[src/rtl/load_store_unit_if.sv]
// Bundle between the MEM-stage requester, the load/store unit and the
// word-addressed data memory.
//
// Handshake: a request transfers on the posedge where req_valid && req_ready
// are both 1. The requester holds every req_* signal stable until that edge.
// req_ready is not allowed to depend on req_valid. resp_valid is a one-cycle
// strobe with no backpressure; resp_rdata and resp_err are meaningful only
// while it is high. The memory returns ReadData combinationally while
// MemRead=1 and writes WriteData on the posedge where MemWrite=1.
interface load_store_unit_if #(
  parameter int ADDR_W = 32
);
  logic              req_valid;
  logic              req_ready;
  logic              req_write;
  logic [1:0]        req_size;
  logic              req_signed;
  logic [ADDR_W-1:0] req_addr;
  logic [31:0]       req_wdata;
  logic              resp_valid;
  logic [31:0]       resp_rdata;
  logic              resp_err;
  logic              MemRead;
  logic              MemWrite;
  logic [ADDR_W-1:0] Address;
  logic [31:0]       WriteData;
  logic [31:0]       ReadData;

  // Load/store unit side.
  modport slave (
    input  req_valid, req_write, req_size, req_signed, req_addr, req_wdata,
    output req_ready, resp_valid, resp_rdata, resp_err,
    output MemRead, MemWrite, Address, WriteData,
    input  ReadData
  );

  // Requester plus memory side.
  modport master (
    output req_valid, req_write, req_size, req_signed, req_addr, req_wdata,
    input  req_ready, resp_valid, resp_rdata, resp_err,
    input  MemRead, MemWrite, Address, WriteData,
    output ReadData
  );
endinterface

[src/rtl/load_store_unit.sv]
// Load/store unit: one request at a time toward a word-addressed data memory.
// Byte and halfword loads are extracted with sign or zero extension.
// Byte and halfword stores use a read-modify-write sequence.
// Optional build macro LSU_MISALIGN_TRAP_EN: misaligned halfword and word
// accesses are rejected with resp_err. Without it, those accesses are
// force-aligned.
module load_store_unit #(
  parameter int ADDR_W    = 32,
  parameter int MEM_WORDS = 16384
) (
  input  logic                clk,
  input  logic                rst_n,
  load_store_unit_if.slave    bus,
  output logic [1:0]          state_o
);

  typedef enum logic [1:0] {
    S_IDLE = 2'd0,
    S_RD   = 2'd1,
    S_WR   = 2'd2,
    S_RESP = 2'd3
  } state_e;

  // One bit wider than the word index, so the limit never truncates.
  localparam logic [ADDR_W-2:0] MEM_WORDS_L = (ADDR_W-1)'(MEM_WORDS);

  state_e            state_q, state_d;
  logic              write_q, write_d;
  logic [1:0]        size_q, size_d;
  logic              sgn_q, sgn_d;
  logic [1:0]        off_q, off_d;
  logic [31:0]       wdata_q, wdata_d;
  logic [ADDR_W-1:0] addr_q, addr_d;
  logic [31:0]       wr_data_q, wr_data_d;
  logic [31:0]       rdata_q, rdata_d;
  logic              err_q, err_d;

  logic        accept;
  logic        size_err, range_err, align_err, req_err;
  logic [1:0]  eff_off;
  logic [4:0]  sh;
  logic [31:0] shifted, load_val, lane_mask, merged;

  assign accept = bus.req_valid && (state_q == S_IDLE);

  // Classify the incoming request. No memory access is made for a rejected request.
  always_comb begin
    size_err  = (bus.req_size == 2'd3);
    range_err = ({1'b0, bus.req_addr[ADDR_W-1:2]} >= MEM_WORDS_L);
`ifdef LSU_MISALIGN_TRAP_EN
    align_err = ((bus.req_size == 2'd1) && bus.req_addr[0]) ||
                ((bus.req_size == 2'd2) && (bus.req_addr[1:0] != 2'b00));
`else
    align_err = 1'b0;
`endif
    req_err   = size_err || range_err || align_err;
  end

  // Lane selection, load extraction and the read-modify-write merge.
  always_comb begin
    eff_off = (size_q == 2'd1) ? {off_q[1], 1'b0} : off_q;
    sh      = {eff_off, 3'b000};
    shifted = bus.ReadData >> sh;
    case (size_q)
      2'd0:    load_val = sgn_q ? {{24{shifted[7]}}, shifted[7:0]}
                                : {24'h0, shifted[7:0]};
      2'd1:    load_val = sgn_q ? {{16{shifted[15]}}, shifted[15:0]}
                                : {16'h0, shifted[15:0]};
      default: load_val = bus.ReadData;
    endcase
    lane_mask = (size_q == 2'd0) ? (32'h0000_00ff << sh) : (32'h0000_ffff << sh);
    merged    = (bus.ReadData & ~lane_mask) | ((wdata_q << sh) & lane_mask);
  end

  // Next-state and datapath register updates.
  always_comb begin
    state_d   = state_q;
    write_d   = write_q;
    size_d    = size_q;
    sgn_d     = sgn_q;
    off_d     = off_q;
    wdata_d   = wdata_q;
    addr_d    = addr_q;
    wr_data_d = wr_data_q;
    rdata_d   = rdata_q;
    err_d     = err_q;
    case (state_q)
      S_IDLE: begin
        if (accept) begin
          write_d = bus.req_write;
          size_d  = bus.req_size;
          sgn_d   = bus.req_signed;
          off_d   = bus.req_addr[1:0];
          wdata_d = bus.req_wdata;
          rdata_d = 32'h0;
          err_d   = req_err;
          if (req_err) begin
            state_d = S_RESP;
          end else begin
            addr_d = {bus.req_addr[ADDR_W-1:2], 2'b00};
            if (bus.req_write && (bus.req_size == 2'd2)) begin
              wr_data_d = bus.req_wdata;
              state_d   = S_WR;
            end else begin
              state_d = S_RD;
            end
          end
        end
      end
      S_RD: begin
        if (write_q) begin
          wr_data_d = merged;
          state_d   = S_WR;
        end else begin
          rdata_d = load_val;
          state_d = S_RESP;
        end
      end
      S_WR:    state_d = S_RESP;
      default: state_d = S_IDLE;
    endcase
  end

  // Registers. Reset drops any in-flight request with no response.
  always_ff @(posedge clk or negedge rst_n) begin
    if (!rst_n) begin
      state_q   <= S_IDLE;
      write_q   <= 1'b0;
      size_q    <= 2'd0;
      sgn_q     <= 1'b0;
      off_q     <= 2'd0;
      wdata_q   <= 32'h0;
      addr_q    <= '0;
      wr_data_q <= 32'h0;
      rdata_q   <= 32'h0;
      err_q     <= 1'b0;
    end else begin
      state_q   <= state_d;
      write_q   <= write_d;
      size_q    <= size_d;
      sgn_q     <= sgn_d;
      off_q     <= off_d;
      wdata_q   <= wdata_d;
      addr_q    <= addr_d;
      wr_data_q <= wr_data_d;
      rdata_q   <= rdata_d;
      err_q     <= err_d;
    end
  end

  // Strobes are decoded from state only. This keeps MemWrite glitch-free and
  // makes it fall as soon as reset is asserted.
  assign bus.req_ready  = (state_q == S_IDLE);
  assign bus.resp_valid = (state_q == S_RESP);
  assign bus.resp_err   = (state_q == S_RESP) && err_q;
  assign bus.resp_rdata = rdata_q;
  assign bus.MemRead    = (state_q == S_RD);
  assign bus.MemWrite   = (state_q == S_WR);
  assign bus.Address    = addr_q;
  assign bus.WriteData  = wr_data_q;
  assign state_o        = state_q;

endmodule

[src/flat_wrapper.sv]
// flat-port wrapper written by rule: the top's interface ports become plain ports
module load_store_unit_flat 
#(
  parameter int ADDR_W    = 32,
  parameter int MEM_WORDS = 16384
)
  (clk, rst_n, state_o, bus_req_valid, bus_req_write, bus_req_size, bus_req_signed, bus_req_addr, bus_req_wdata, bus_req_ready, bus_resp_valid, bus_resp_rdata, bus_resp_err, bus_MemRead, bus_MemWrite, bus_Address, bus_WriteData, bus_ReadData);
  load_store_unit_if #(.ADDR_W(ADDR_W)) bus_i ();
  input  logic clk;
  input  logic rst_n;
  output logic [1:0] state_o;
  input wire logic [$bits(bus_i.req_valid)-1:0] bus_req_valid;
  input wire logic [$bits(bus_i.req_write)-1:0] bus_req_write;
  input wire logic [$bits(bus_i.req_size)-1:0] bus_req_size;
  input wire logic [$bits(bus_i.req_signed)-1:0] bus_req_signed;
  input wire logic [$bits(bus_i.req_addr)-1:0] bus_req_addr;
  input wire logic [$bits(bus_i.req_wdata)-1:0] bus_req_wdata;
  output wire logic [$bits(bus_i.req_ready)-1:0] bus_req_ready;
  output wire logic [$bits(bus_i.resp_valid)-1:0] bus_resp_valid;
  output wire logic [$bits(bus_i.resp_rdata)-1:0] bus_resp_rdata;
  output wire logic [$bits(bus_i.resp_err)-1:0] bus_resp_err;
  output wire logic [$bits(bus_i.MemRead)-1:0] bus_MemRead;
  output wire logic [$bits(bus_i.MemWrite)-1:0] bus_MemWrite;
  output wire logic [$bits(bus_i.Address)-1:0] bus_Address;
  output wire logic [$bits(bus_i.WriteData)-1:0] bus_WriteData;
  input wire logic [$bits(bus_i.ReadData)-1:0] bus_ReadData;
  assign bus_i.req_valid = bus_req_valid;
  assign bus_i.req_write = bus_req_write;
  assign bus_i.req_size = bus_req_size;
  assign bus_i.req_signed = bus_req_signed;
  assign bus_i.req_addr = bus_req_addr;
  assign bus_i.req_wdata = bus_req_wdata;
  assign bus_req_ready = bus_i.req_ready;
  assign bus_resp_valid = bus_i.resp_valid;
  assign bus_resp_rdata = bus_i.resp_rdata;
  assign bus_resp_err = bus_i.resp_err;
  assign bus_MemRead = bus_i.MemRead;
  assign bus_MemWrite = bus_i.MemWrite;
  assign bus_Address = bus_i.Address;
  assign bus_WriteData = bus_i.WriteData;
  assign bus_i.ReadData = bus_ReadData;
  load_store_unit #(.ADDR_W(ADDR_W), .MEM_WORDS(MEM_WORDS)) u_core (.clk(clk), .rst_n(rst_n), .bus(bus_i), .state_o(state_o));
endmodule
[config.mk]
export PLATFORM = sky130hd
export DESIGN_NAME = load_store_unit_flat
export DESIGN_NICKNAME = d
export VERILOG_FILES = /design/src/rtl/load_store_unit_if.sv /design/src/rtl/load_store_unit.sv /design/src/flat_wrapper.sv
export SDC_FILE = /design/constraint.sdc
export NUM_CORES = 1
export LEC_CHECK = 0
export BUFFER_PORTS_ARGS = -buffer_cell sky130_fd_sc_hd__buf_2
export CAP_MARGIN = 40
export CORE_MARGIN = 4
export CORE_UTILIZATION = 54
export CTS_BUF_LIST = sky130_fd_sc_hd__clkbuf_8 sky130_fd_sc_hd__clkbuf_16
export DETAILED_ROUTE_END_ITERATION = 12
export GPL_ROUTABILITY_DRIVEN = 0
export GPL_TIMING_DRIVEN = 0
export PLACE_DENSITY = 0.85
export SYNTH_ARGS = -nofsm -noshare
export SYNTH_HDL_FRONTEND = slang
export SYNTH_SLANG_ARGS = --single-unit
[constraint.sdc]
create_clock -name clk -period 5.05 [get_ports clk]
set_input_delay 0.2525 -clock clk [delete_from_list [all_inputs] [get_ports clk]]
set_output_delay 0.2525 -clock clk [all_outputs]
set_load 0.05 [all_outputs]
After elaboration in Yosys (flattened, before gate mapping)
Cells that the tools add are included.
{"block": "op_classes", "order_cmp": 1, "eq_ne": 11, "shifts": 4, "n_mux": 18, "bitwise_logic": 5, "reduce_logical": 11}
{"operator": "$mux W32", "count": 9}
{"operator": "$pmux W32 S2", "count": 3}
{"operator": "$and A32 B32 Y32", "count": 2}
{"operator": "$not A32 Y32", "count": 1}
{"operator": "$or A32 B32 Y32", "count": 1}
{"operator": "$shl A16 B5 Y32 const A", "count": 1}
{"operator": "$shl A32 B5 Y32", "count": 1}
{"operator": "$shl A8 B5 Y32 const A", "count": 1}
{"operator": "$shr A32 B5 Y16", "count": 1}
{"operator": "$ge A30 B15 Y1 const B", "count": 1}
{"operator": "$eq A2 B2 Y1 const B", "count": 4}
{"operator": "$mux W2", "count": 3}
{"operator": "$ne A2 B1 Y1 const B", "count": 3}
{"operator": "$pmux W2 S3", "count": 1}
{"operator": "$reduce_and A3 Y1", "count": 2}
{"operator": "$reduce_and A5 Y1", "count": 1}
{"operator": "$eq A2 B1 Y1 const B", "count": 2}
{"operator": "$logic_not A2 Y1", "count": 2}
{"operator": "$ne A2 B2 Y1 const B", "count": 2}
{"operator": "$logic_and A1 B1 Y1", "count": 3}
{"operator": "$mux W1", "count": 2}
{"operator": "$reduce_and A2 Y1", "count": 1}
{"operator": "$reduce_bool A2 Y1", "count": 1}
{"operator": "$logic_or A1 B1 Y1", "count": 1}
{"operator": "$not A1 Y1", "count": 1}
{"block": "word_totals", "regBits": 135, "output_inout_bits": 103}

Longest topological paths before layout
{"block": "depth", "depth_word": 9, "mapped_depth": 10}

Least setup slack after synthesis
No wires, ideal clock.
{"block": "synth_timing", "kind": "reg-to-reg", "from": "register u_core.state_q[0] (netlist: u_core.state_o[0])", "to": "register u_core.wr_data_q[10] (netlist: u_core.bus.WriteData[10])", "setup_ns": 0.125, "arrival_ns": 2.565, "slack_ns": 2.360, "path_stages_with_launch": 10, "period_less_slack_ns": 2.690, "path_cell_list": "dfrtp_1 inv_1 ha_1 clkbuf_1 nand2_1 nor3_2 a21oi_1 nor3_4 buf_6 mux2_2"}
{"block": "synth_via", "elab_chain_cells": 4, "word_cells_on_any_way": 10}
{"element": "start: declaration", "line": "load_store_unit.sv:27", "source": "state_e state_q, state_d;"}
{"element": "start signal: assignment", "line": "load_store_unit.sv:138", "source": "state_q <= state_d;"}
{"element": "$logic_not A2 Y1 (*)"}
{"element": "net bus_req_ready", "line": "flat_wrapper.sv:18", "source": "output wire logic [$bits(bus_i.req_ready)-1:0] bus_req_ready;"}
{"element": "$logic_and A1 B1 Y1", "line": "load_store_unit.sv:44", "source": "assign accept = bus.req_valid && (state_q == S_IDLE);"}
{"element": "$ne A2 B1 Y1 (no line)"}
{"element": "$reduce_and A5 Y1 (no line)"}
{"element": "end signal: assignment", "line": "load_store_unit.sv:145", "source": "wr_data_q <= wr_data_d;"}
{"element": "end: declaration", "line": "load_store_unit.sv:34", "source": "logic [31:0] wr_data_q, wr_data_d;"}
Mark *: on every way through the listed nets, which the timed path passes. The rest lies on a longest branch.
A chain may end at the register's enable or synchronous reset.

Worst setup path after layout
{"block": "layout_timing", "from": "register u_core.state_q[1] (netlist: u_core.state_o[1])", "to": "register u_core.wr_data_q[8] (netlist: u_core.bus.WriteData[8])"}
{"block": "layout_via", "elab_chain_cells": 4, "word_cells_on_any_way": 10}
{"element": "$logic_not A2 Y1", "line": "load_store_unit.sv:44, load_store_unit.sv:87"}
{"element": "$logic_and A1 B1 Y1", "line": "load_store_unit.sv:44"}
{"element": "$ne A2 B1 Y1 (no line)"}
{"element": "$reduce_and A5 Y1 (no line)"}
Several ways; a longest one is shown, not always the timed one.

==> results.txt <==
Outcome: finished clean
Layout area overhead: 29.6%
Die Y: 114 um
GRT Total Usage: 29.6%
I/O Buffers: 203
Share of layout cells above drive strength 1: 41.0%
Ys Warns: 0
Synth Flop Type: dfrtp_1
Max-slew violations: 0
Register area share after synthesis: 48.9%
DR DRC count: 0
Static Leak: 3.97 nW
Ant diodes: 0
Compound-Gate Fraction of Synth Area: 18.6%
Worst-path fanout max: 10
Internal power: 0.00308 W
Post-Synth Adder-Cell Area: 0.822%
Core ar.: 0.0109 mm^2
Post-Layout Inst Area: 0.00789 mm^2
Root buf cell: clkbuf_16
Post-layout util: 72.2%
WHS: 65.0 ps
Yosys top cell area share: 48.9%
Clock Skews: 11.0 ps
Clock power frac: 19.7%
Hold Path Class: input port to flop
Initial antenna violation count: 2
CTS Buf Count: 17
Drt first pass iters: 6
Vias in the first global route: 5,639
Post-DRT Antenna Nets: 0
Minimum clock period: 2850 ps
Cell family with most CP delay: compound AO/OA/AOI/OAI gates
Slew @ Worst Pin: 769 ps
Fin cells: 927
Ys async rst share: 100%
Clk slew on worst S/H paths: 50 ps
Mux cell area share after synthesis: 16.8%
Post-synth EDFFs: 0
Row Count: 38
Critical Path Start Type: flop
Vias per Instance: 6.04
Nets: 882
First-pass GRT wire length: 29,500 um
Skew-Pair Late Insertion Delay: 420 ps
Commonest cells post-synth: dfrtp_1 (119), mux2_2 (67), o21ai_0 (40)
CTS Hold Bufs: 1
Bufs and invs on worst path: 3
Mapped cell area: 0.00609 mm^2
Area after DPL: 0.00732 mm^2
Seq cells post-synth: 119
Combinational group share of total power: 54.4%
H-tree Lvls: 4
CP Capture Type: flop
Post_cts resized: 0
Worst r2r path cells: 8
Sw frac: 47.6%
Placed Cells incl. Taps: 895
Grt total ovfl: 0
Max IR drop VDD: 0.433 mV
Worst path required time: 5410 ps
Post-synthesis average cell area: 11.1 um^2
Hpwl dp: 14,600 um
Die Area: 0.0130 mm^2
Endpoints failing hold: 0
Largest net degree at the start of global routing: 63
Reg power frac: 26.0%
CTS sink cnt: 119
Die width: 114 um
Max-Cap Viols: 0
Final wirelength: 19,300 um
Top-count cell post-synth: dfrtp_1
Largest stage delay, worst path: 690 ps
Clock buffer depth: 2
Postcts setup bufs: 0
# IOs: 206
WP depth: 8
Via count: 5,596
CTS tree: yes
Count of cell types in the netlist: 48
RSZ-0062 raised after global routing: no
Synth top area cells: dfrtp_1 (49%), mux2_2 (12%), mux2i_1 (4.3%)
Power Dens Cells: 745 mW/mm^2
Post-synthesis simple-gate area fraction: 10.6%
Slowest-stage cell, CP: a21oi_1
DR iter-0 viols: 494
Total negative slack: 0 ps
Reg2Reg Setup Slack: 2200 ps
Period Utilization, post-route: 56.4%
Worst path arrival time: 3200 ps
Wire per inst: 20.8 um
Post-Synth XOR/XNOR Area: 0%
Achievable frequency: 0.351 GHz
Initial core utilization: 55.7%
Setup Viol. Count Final: 0
Crit Path Category: flop to flop
Switching power: 0.00280 W
Worst slew margin: 48.7%
Crit path cell chain: inv_1, ha_1, clkbuf_1, clkinv_1, a21oi_1, a22oi_1, o21ai_0, mux2_2
WHS Path Cells: 2
Area leader, netlist: dfrtp_1
Main combinational cell family by area after synthesis: compound AO/OA/AOI/OAI gates
Post-Syn Instances: 550
## worst paths after layout
check,start,end
worst max-delay path,u_core.state_o[1]$_DFFE_PN0P_,u_core.bus.WriteData[8]$_DFFE_PN0P_
worst min register to register,u_core.err_q$_DFFE_PN0P_,u_core.err_q$_DFFE_PN0P_
worst min-delay path,bus_req_addr[12],u_core.bus.Address[12]$_DFFE_PN0P_
max in group asynchronous,rst_n,u_core.wdata_q[7]$_DFFE_PN0P_
min in group asynchronous,rst_n,u_core.bus.resp_rdata[31]$_DFFE_PN0P_
worst max register to register,u_core.state_o[1]$_DFFE_PN0P_,u_core.bus.WriteData[8]$_DFFE_PN0P_
## through the flow
step / setup WS [ps] / power [W]
floorplan: 2360 / 0.00387
global placement: 2350 / 0.00458
detailed placement: 2400 / 0.00468
CTS: 2290 / 0.00586
global route: 2020 / 0.00616
finish: 2200 / 0.00588
## sequential cells by signal, summed over array words and instances (netlist names), 2 cells and up
name / cells
u_core.off_q: 2
u_core.bus.WriteData: 32
u_core.wdata_q: 16
u_core.bus.resp_rdata: 32
u_core.state_o: 2
u_core.bus.Address: 30
u_core.size_q: 2
## power by group through the flow
stage	registers [W]	logic, W	clock network [W]
finish	0.00153	0.00320	0.00116
global route	0.00156	0.00339	0.00121
detailed placement	0.00153	0.00315	0
CTS	0.00152	0.00317	0.00117
floorplan	0.00232	0.00155	0
global placement	0.00151	0.00307	0
## cell usage in the layout, fill, tap and decap left out, types with 2 or more instances in the layout
cell type / instances
buf_2: 212
dfrtp_1: 119
mux2_2: 67
o21ai_0: 40
a21oi_1: 29
nor2b_1: 27
mux2i_1: 26
clkbuf_1: 23
a22o_1: 23
nand2_1: 18
nor2_1: 18
nand2b_1: 17
a22oi_1: 17
clkbuf_16: 17
inv_1: 15
and2_1: 15
o2bb2ai_1: 15
a221oi_1: 8
a211oi_1: 6
o22ai_1: 6
a221o_1: 6
clkinv_2: 5
nand3b_1: 4
buf_4: 4
nand3_1: 4
buf_6: 4
ha_1: 4
a211o_1: 3
nor4_1: 2
nor3_2: 2
nor3_1: 2
buf_1: 2
conb_1: 2
bufinv_16: 2
clkbuf_8: 2
## final cells by class
cell class / count / area, um^2
Fill cell: 801 / 3040
Sequential cell: 119 / 2980
Multi-Input combinational cell: 377 / 2860
Timing Repair Buffer: 205 / 1060
Clock buffer: 19 / 453
Buffer: 42 / 208
Tap cell: 140 / 175
Clock inverter: 12 / 113
Inverter: 13 / 48.8
## layer usage
layer  vias to the layer above  share of wire, %  wire [um]  GRT usage (%)
met5                         -             0.098         19              0
met4                         4               3.2        627           10.8
met3                        62                12       2330           9.67
met2                       389                47       9070           48.7
met1                      2674                38       7260           36.6
li1                       2467                 -          -              -
## logic make-up (layout without fill, tap and decap cells)
logic type                 after synthesis  after routing
and+or+nand+nor                        114            114
other                                    1              2
adders and majority gates                4              4
DFF                                    119            119
muxes                                   94             94
AOI/OAI and AO/OA                      163            163
buffers and inverters                   55            291
Power figures use the tool's default switching activity.
